File: config.mk
export PLATFORM = sky130hd
export DESIGN_NAME = lq_agen_csel_q
export DESIGN_NICKNAME = d
export VERILOG_FILES = /design/src/rtl/lq_agen_csel_q.sv
export SDC_FILE = /design/constraint.sdc
export NUM_CORES = 1
export LEC_CHECK = 0
export ABC_AREA = 1
export CAP_MARGIN = 5
export CORE_UTILIZATION = 55
export CTS_BUF_LIST = sky130_fd_sc_hd__clkbuf_4 sky130_fd_sc_hd__clkbuf_8
export DETAILED_ROUTE_END_ITERATION = 7
export PLACE_DENSITY = 0.84
export SYNTH_ARGS = -nofsm -noshare
export SYNTH_HDL_FRONTEND = slang
export SYNTH_SLANG_ARGS = --single-unit
File: constraint.sdc
create_clock -name clk -period 3.6 [get_ports clk]
set_input_delay 0.9 -clock clk [delete_from_list [all_inputs] [get_ports clk]]
set_output_delay 0.9 -clock clk [all_outputs]
set_load 0.005 [all_outputs]
File: src/rtl/lq_agen_csel_q.sv
// lq_agen_csel_q: in-order resolve buffer for the low-order EA byte adder.
// Each access delivers two candidate sums (carry-in 0 / carry-in 1). The real
// carry into bit 7 arrives later, in order, and selects one of them. The
// oldest resolved entry is presented downstream under valid/ready.
//
// Ports:
//   clk, rst_b              core clock, async active-low reset
//   cand_val/_sum_0/_sum_1  candidate pair in; cand_rdy = space available
//   cin_val, cin            late carry for the oldest unresolved entry
//   flush                   drop every buffered entry (cin_err kept)
//   err_clr                 clear sticky cin_err
//   ea_val, ea, ea_rdy      resolved byte out (bit 0 = MSB)
//   cin_err                 sticky: a carry arrived with nothing to resolve
module lq_agen_csel_q #(
  parameter int DEPTH = 4,
  parameter int PTR_W = 2
) (
  input  logic       clk,
  input  logic       rst_b,
  input  logic       cand_val,
  input  logic [0:7] cand_sum_0,
  input  logic [0:7] cand_sum_1,
  output logic       cand_rdy,
  input  logic       cin_val,
  input  logic       cin,
  input  logic       flush,
  input  logic       err_clr,
  output logic       ea_val,
  output logic [0:7] ea,
  input  logic       ea_rdy,
  output logic       cin_err
);

  localparam logic [PTR_W:0] CNT_FULL = (PTR_W+1)'(DEPTH);

  logic [0:7]       sum_0 [DEPTH];
  logic [0:7]       sum_1 [DEPTH];
  logic [DEPTH-1:0] res, res_nxt;
  logic [DEPTH-1:0] sel, sel_nxt;
  logic [PTR_W-1:0] wr_ptr, res_ptr, rd_ptr;
  logic [PTR_W:0]   count, unres;

  logic push, pop, cin_take, cin_drop;

  // cand_rdy looks only at registered count: a same-cycle pop does not help.
  assign cand_rdy = (count != CNT_FULL);
  assign push     = cand_val & cand_rdy;

  // With nothing unresolved, a carry can still land on the entry being
  // written this cycle (res_ptr == wr_ptr in that case).
  assign cin_take = cin_val & ((unres != '0) | push);
  assign cin_drop = cin_val & ~cin_take;

  assign ea_val = (count != '0) & res[rd_ptr];
  assign ea     = ea_val ? (sel[rd_ptr] ? sum_1[rd_ptr] : sum_0[rd_ptr]) : 8'h00;
  assign pop    = ea_val & ea_rdy;

  // Per-entry flag update. Write clears res first so a same-cycle carry on
  // the same slot wins. Pop and resolve never target the same slot.
  always_comb begin
    res_nxt = res;
    sel_nxt = sel;
    if (push) res_nxt[wr_ptr] = 1'b0;
    if (cin_take) begin
      res_nxt[res_ptr] = 1'b1;
      sel_nxt[res_ptr] = cin;
    end
    if (pop)   res_nxt[rd_ptr] = 1'b0;
    if (flush) res_nxt = '0;
  end

  always_ff @(posedge clk or negedge rst_b) begin
    if (!rst_b) begin
      wr_ptr  <= '0;
      res_ptr <= '0;
      rd_ptr  <= '0;
      count   <= '0;
      unres   <= '0;
      res     <= '0;
      sel     <= '0;
    end else if (flush) begin
      wr_ptr  <= '0;
      res_ptr <= '0;
      rd_ptr  <= '0;
      count   <= '0;
      unres   <= '0;
      res     <= res_nxt;
      sel     <= sel_nxt;
    end else begin
      if (push)     wr_ptr  <= wr_ptr + PTR_W'(1);
      if (cin_take) res_ptr <= res_ptr + PTR_W'(1);
      if (pop)      rd_ptr  <= rd_ptr + PTR_W'(1);
      count <= count + (PTR_W+1)'(push) - (PTR_W+1)'(pop);
      unres <= unres + (PTR_W+1)'(push) - (PTR_W+1)'(cin_take);
      res   <= res_nxt;
      sel   <= sel_nxt;
    end
  end

  // Candidate payload needs no reset: it is only visible once res is set.
  always_ff @(posedge clk) begin
    if (push && !flush) begin
      sum_0[wr_ptr] <= cand_sum_0;
      sum_1[wr_ptr] <= cand_sum_1;
    end
  end

  // Sticky orphan-carry flag; a new orphan beats a same-cycle clear.
  always_ff @(posedge clk or negedge rst_b) begin
    if (!rst_b)        cin_err <= 1'b0;
    else if (cin_drop) cin_err <= 1'b1;
    else if (err_clr)  cin_err <= 1'b0;
  end

endmodule
==> impl_metrics.env <==
export IMPL_status="finished, final reports clean"
export IMPL_ys_seq_area_frac=0.6229
export IMPL_crit_path_max_incr_delay_ns=0.52
export IMPL_period_minus_slack_ns=3.303
export IMPL_syn_cell_area_sq_um=3929
export IMPL_period_share=0.9176
export IMPL_crit_required_ns=2.70
export IMPL_grt_max_degree=23
export IMPL_die_area_sq_um=7485
export IMPL_setup_tns_ns=0
export IMPL_die_width_um=86.52
export IMPL_layout_drive_gt1_share=0.09026
export IMPL_cts_root_buf="clkbuf_8"
export IMPL_utilization=0.6679
export IMPL_cap_violations=0
export IMPL_synth_seq_cells=85
export IMPL_antenna_found_initial=0
export IMPL_nFillCells=544
export IMPL_die_h_um=86.52
export IMPL_start_util=0.5751
export IMPL_grt_pass1_wl_um=12720
export IMPL_grt_pass1_vias=2689
export IMPL_core_area_sq_um=6832
export IMPL_cp_start_kind="register"
export IMPL_num_antenna_cells=0
export IMPL_drc_errors=0
export IMPL_synthCells=376
export IMPL_vias_per_cell=5.298
export IMPL_io_pins=35
export IMPL_final_hold_violation_count=0
export IMPL_dr_pass1_iters=5
export IMPL_numCtsBuffers=9
export IMPL_power_density_nw_per_um2=642.7
export IMPL_setup_viol_count_final=0
export IMPL_drt_iter0_drc=265
export IMPL_hold_path_class="reg2reg"
export IMPL_layout_nets=457
export IMPL_synth_top_family_by_area="simple AND/OR/NAND/NOR gates"
export IMPL_vias=2739
export IMPL_cts_sinks=85
export IMPL_worstPathMaxFanout=20
export IMPL_synth_xor_area_share=0.01115
export IMPL_muxShareOfSynthArea=0
export IMPL_grt_overflow=0
export IMPL_synth_compound_area_share=0.06656
export IMPL_port_buffers=34
export IMPL_cts_tree="yes"
export IMPL_ys_types=25
export IMPL_critical_path_top_delay_family="buffers and inverters"
export IMPL_path_buf_inv=3
export IMPL_skew_ns=0.009788
export IMPL_wl_um=7939
export IMPL_dp_hpwl_um=4913
export IMPL_maxSlewViolCount=0
export IMPL_core_rowCount=30
export IMPL_arrival_ns=2.40
export IMPL_ant_nets=0
export IMPL_synth_adder_area_share=0.05796
export IMPL_synth_simple_area_share=0.1869
export IMPL_cts_hold_buf=0
export IMPL_yosysWarnings=0
export IMPL_clk_latency_ns=0.36
export IMPL_clkTransAtPathRegs_ns=0.09
export IMPL_finalPower_mw=2.933
export IMPL_cts_setup_buffers=0
export IMPL_gp_congestion=0.8128
export IMPL_max_slew_margin=0.3666
export IMPL_htreeDepth=3
export IMPL_critPathKind="reg2out"
export IMPL_cts_resized=0
export IMPL_irDropWorstVdd_uv=380.1
export IMPL_area_delta_synth_final_pct=16.15
export IMPL_wire_per_inst_um=15.36
export IMPL_cp_end_kind="primary output"
export IMPL_worst_pin_slew_ns=0.9471
export IMPL_cts_max_path_buffers=2
export IMPL_path_cells="inv_2 > buf_4 > nand2_1 > nand2_1 > nand2_1 > o211ai_1 > nand2_1 > nor2_1 > clkdlybuf4s50_1"
export IMPL_slowest_stage="clkdlybuf4s50_1"
export IMPL_grtUsageTotal=0.2308
export IMPL_p_leak_nw=1.858
export IMPL_fmax_mhz=302.7
export IMPL_rsz0062_at_grt="no"
export IMPL_synth_nets=417
export IMPL_avgSynthCellArea_sq_um=10.45
export IMPL_worst_path_most_repeated_cell="nand2_1"
==> worst paths after layout <==
kind / startpoint / end / slack [ns] / depth (start not counted)
min in group asynchronous: rst_b / rd_ptr[1] / 1.07 / 1
min: sel[0] / sel[0] / 0.52 / 2
max: rd_ptr[0] / ea[3] / 0.30 / 9
max reg2reg: rd_ptr[1] / count[2] / 1.37 / 10
min reg2reg: sel[0] / sel[0] / 0.52 / 2
max in group asynchronous: rst_b / res[2] / 1.95 / 1
==> power by group <==
part / leakage (nW) / switching [mW] / internal (mW) / total (mW)
Clock: 0.106 / 0.365 / 0.332 / 0.696
Combinational: 0.893 / 0.622 / 0.380 / 1.00
Sequential: 0.858 / 0.0666 / 1.17 / 1.24
==> sequential cells by signal, indices dropped and copies added, names as in the netlist <==
name / count
sum_0: 32
res: 4
count: 3
sum_1: 32
res_ptr: 2
cin_err: 1
rd_ptr: 2
unres: 3
wr_ptr: 2
sel: 4
==> synthesized netlist by cell type <==
cell type  count  area (sq um)
o21ai_0       36         180.2
buf_2          7         35.03
nor2_1        74         277.8
o211ai_1       6         45.04
nor3_1         1         5.000
nand2_1       77         289.0
edfxtp_1      64          1922
o22ai_1        1         6.260
nand3_2        3         30.03
nand2_4        1         11.26
dfrtp_1       21         525.5
nand3_1       13         65.06
xor2_1         3         26.28
nand4_1        4         25.02
ha_1          15         187.7
fa_1           2         40.04
o211ai_2       2         25.02
inv_1         29         108.9
buf_6          3         33.78
inv_2          2         7.510
inv_4          1         6.260
a21oi_1        1         5.000
nand2_2        5         31.28
buf_4          3         22.52
xnor2_1        2         17.52
==> metal layers <==
metal | up-vias | track usage | share of wire
met3 | 20 | 0.06095 | 0.061
li1 | 1321 | - | -
met2 | 124 | 0.3874 | 0.51
met5 | - | 0 | 0
met1 | 1274 | 0.2842 | 0.41
met4 | 0 | 0.09697 | 0.019
==> per-stage QoR <==
stage | hold slack (ns) | cell area, sq um | instances | setup WS [ns]
2_1_floorplan | 0.4534 | 3929 | 376 | 1.249
3_3_place_gp | 0.4806 | 4358 | 501 | 0.6815
3_5_place_dp | 0.4861 | 4358 | 501 | 0.5816
4_1_cts | 0.5136 | 4563 | 517 | 0.3074
5_1_grt | 0.5389 | 4563 | 517 | 0.06299
6_report | 0.5187 | 4563 | 517 | 0.2967
==> final cells by class <==
class	count	area [sq um]	share of cell area
clock buffers	9	123.9	0.02715
clock inverters	7	81.33	0.01782
inverters	32	122.6	0.02687
multi-input cells	246	1267	0.2778
flip-flops and latches	85	2447	0.5363
well taps	96	120.1	0.02632
repair buffers	42	400.4	0.08774
==> placed cells by master (no fill, tap or decap), types with 3 or more instances in the layout <==
cell	n
edfxtp_1	64
inv_1	29
o211ai_1	6
clkdlybuf4s50_1	34
ha_1	15
nand2_1	77
nand3_2	3
nand3_1	13
dfrtp_1	21
nand4_1	4
nand2_2	5
buf_4	8
o21ai_0	36
clkbuf_8	9
xor2_1	3
nor2_1	74
==> worst register-to-register path: stages, from the launching register on <==
cell and delay (ns):
dfrtp_1 0.39, inv_2 0.31, nand3_1 0.15, nand2_2 0.16
nand3_2 0.14, xor2_1 0.17, ha_1 0.16, inv_1 0.04
fa_1 0.37, xor2_1 0.16, nor2_1 0.05
==> cell families (layout without fill, tap and decap cells) <==
group	after synthesis	count (layout)
buf+inv	45	90
flops	85	85
simple gates	178	178
compound gates	46	46
xor+xnor	5	5
fa+ha+maj	17	17
(Power assumes the default switching activity.)
==> variant (config.mk and constraints unchanged) <==
Register the output `cin_err` once more; this adds one clock of latency there. The other outputs are not delayed to match.
--- a/src/rtl/lq_agen_csel_q.sv
+++ b/src/rtl/lq_agen_csel_q.sv
@@ -32,6 +32,8 @@
 );
 
   localparam logic [PTR_W:0] CNT_FULL = (PTR_W+1)'(DEPTH);
+
+  logic cin_err_s0;
 
   logic [0:7]       sum_0 [DEPTH];
   logic [0:7]       sum_1 [DEPTH];
@@ -107,9 +109,13 @@
 
   // Sticky orphan-carry flag; a new orphan beats a same-cycle clear.
   always_ff @(posedge clk or negedge rst_b) begin
-    if (!rst_b)        cin_err <= 1'b0;
-    else if (cin_drop) cin_err <= 1'b1;
-    else if (err_clr)  cin_err <= 1'b0;
+    if (!rst_b)        cin_err_s0 <= 1'b0;
+    else if (cin_drop) cin_err_s0 <= 1'b1;
+    else if (err_clr)  cin_err_s0 <= 1'b0;
+  end
+
+  always_ff @(posedge clk) begin
+    cin_err <= cin_err_s0;
   end
 
 endmodule
Formal check against the unedited RTL: not equivalent (Yosys sat finds a counterexample within 4 cycles, from zero or initial values and one cycle with rst_b low).
==> variant against the unedited design <==
Routed wire length down 1.7%. Critical path depth is 1 lower. Cell count is 0.19% higher. Area after synthesis up 0.51%. Design area rose by 0.25%. Hold slack worse by 0.12 ns. Total power fell by 0.32%. Non-clock buffer count did not move. Setup slack better by 0.019 ns. Sequential cell count rose by 1. Maximum frequency grew 0.59%. Critical endpoint is now ea[7].
==> variant: results (changes against the unedited design) <==
Lkg Pwr 1.86 nW (about the same); metal3 WL 453 um (-6.0%); WL final 7810 um (-1.7%); syn_nets 418 (+0.24%); vias per std cell 5.25 (-0.89%); grt met1 use 0.300 (+0.0157); VDD IR max 387 uV (+1.7%); synth unique cells 26 (+4.0%); Placement Setup Slack 0.623 ns (+0.0417 ns); first-pass GRT wire length 12600 um (-0.86%); Via Count 2720 (-0.69%); Layout fillers 490 (-9.9%); Critical Path Sink ea[7]; DP HPWL 4980 um (+1.4%); Crit path arrival time 2.38 ns (-0.02 ns); Hold Path Cell Cnt 0 (-2); Hold WS 0.396 ns (-0.122 ns); switching share of power 0.354 (-0.00529); gr usage total 0.228 (-0.00274); met2 Resource Use GR 0.385 (-0.00216); R2R depth 11 (+1); r2r setup slk 1.29 ns (-0.08 ns); min-delay src cin_err_s0; Async SR Flop Fraction 0.244 (-0.00287); status complete, no violations
variant: changes by cell type after synthesis:
cell	before	now
dfxtp_1	0	1
variant: cell type report:
cell class | instances | share of cell area
repair buffers | 42 | 0.0875
well taps | 96 | 0.0263
multi-input cells | 246 | 0.277
clock inverters | 7 | 0.0159
inverters | 32 | 0.0268
clock buffers | 9 | 0.0271
flip-flops and latches | 86 | 0.539
variant: power by group through the flow:
stage	logic, mW	registers (mW)	clock network (mW)
after floorplan	0.707	1.26	0
after global placement	0.958	1.27	0
after detailed placement	0.989	1.27	0
after CTS	1.00	1.25	0.672
after global routing	1.13	1.27	0.718
final	1.00	1.25	0.670
variant: cell families after synthesis:
kind of cell / after synthesis / synth area share
buffers and inverters: 45 / 0.0542
flip-flops: 86 / 0.625
adder cells (fa/ha/maj): 17 / 0.0577
AO/OA/AOI/OAI: 46 / 0.0662
AND/OR/NAND/NOR: 178 / 0.186
XOR/XNOR: 5 / 0.0111
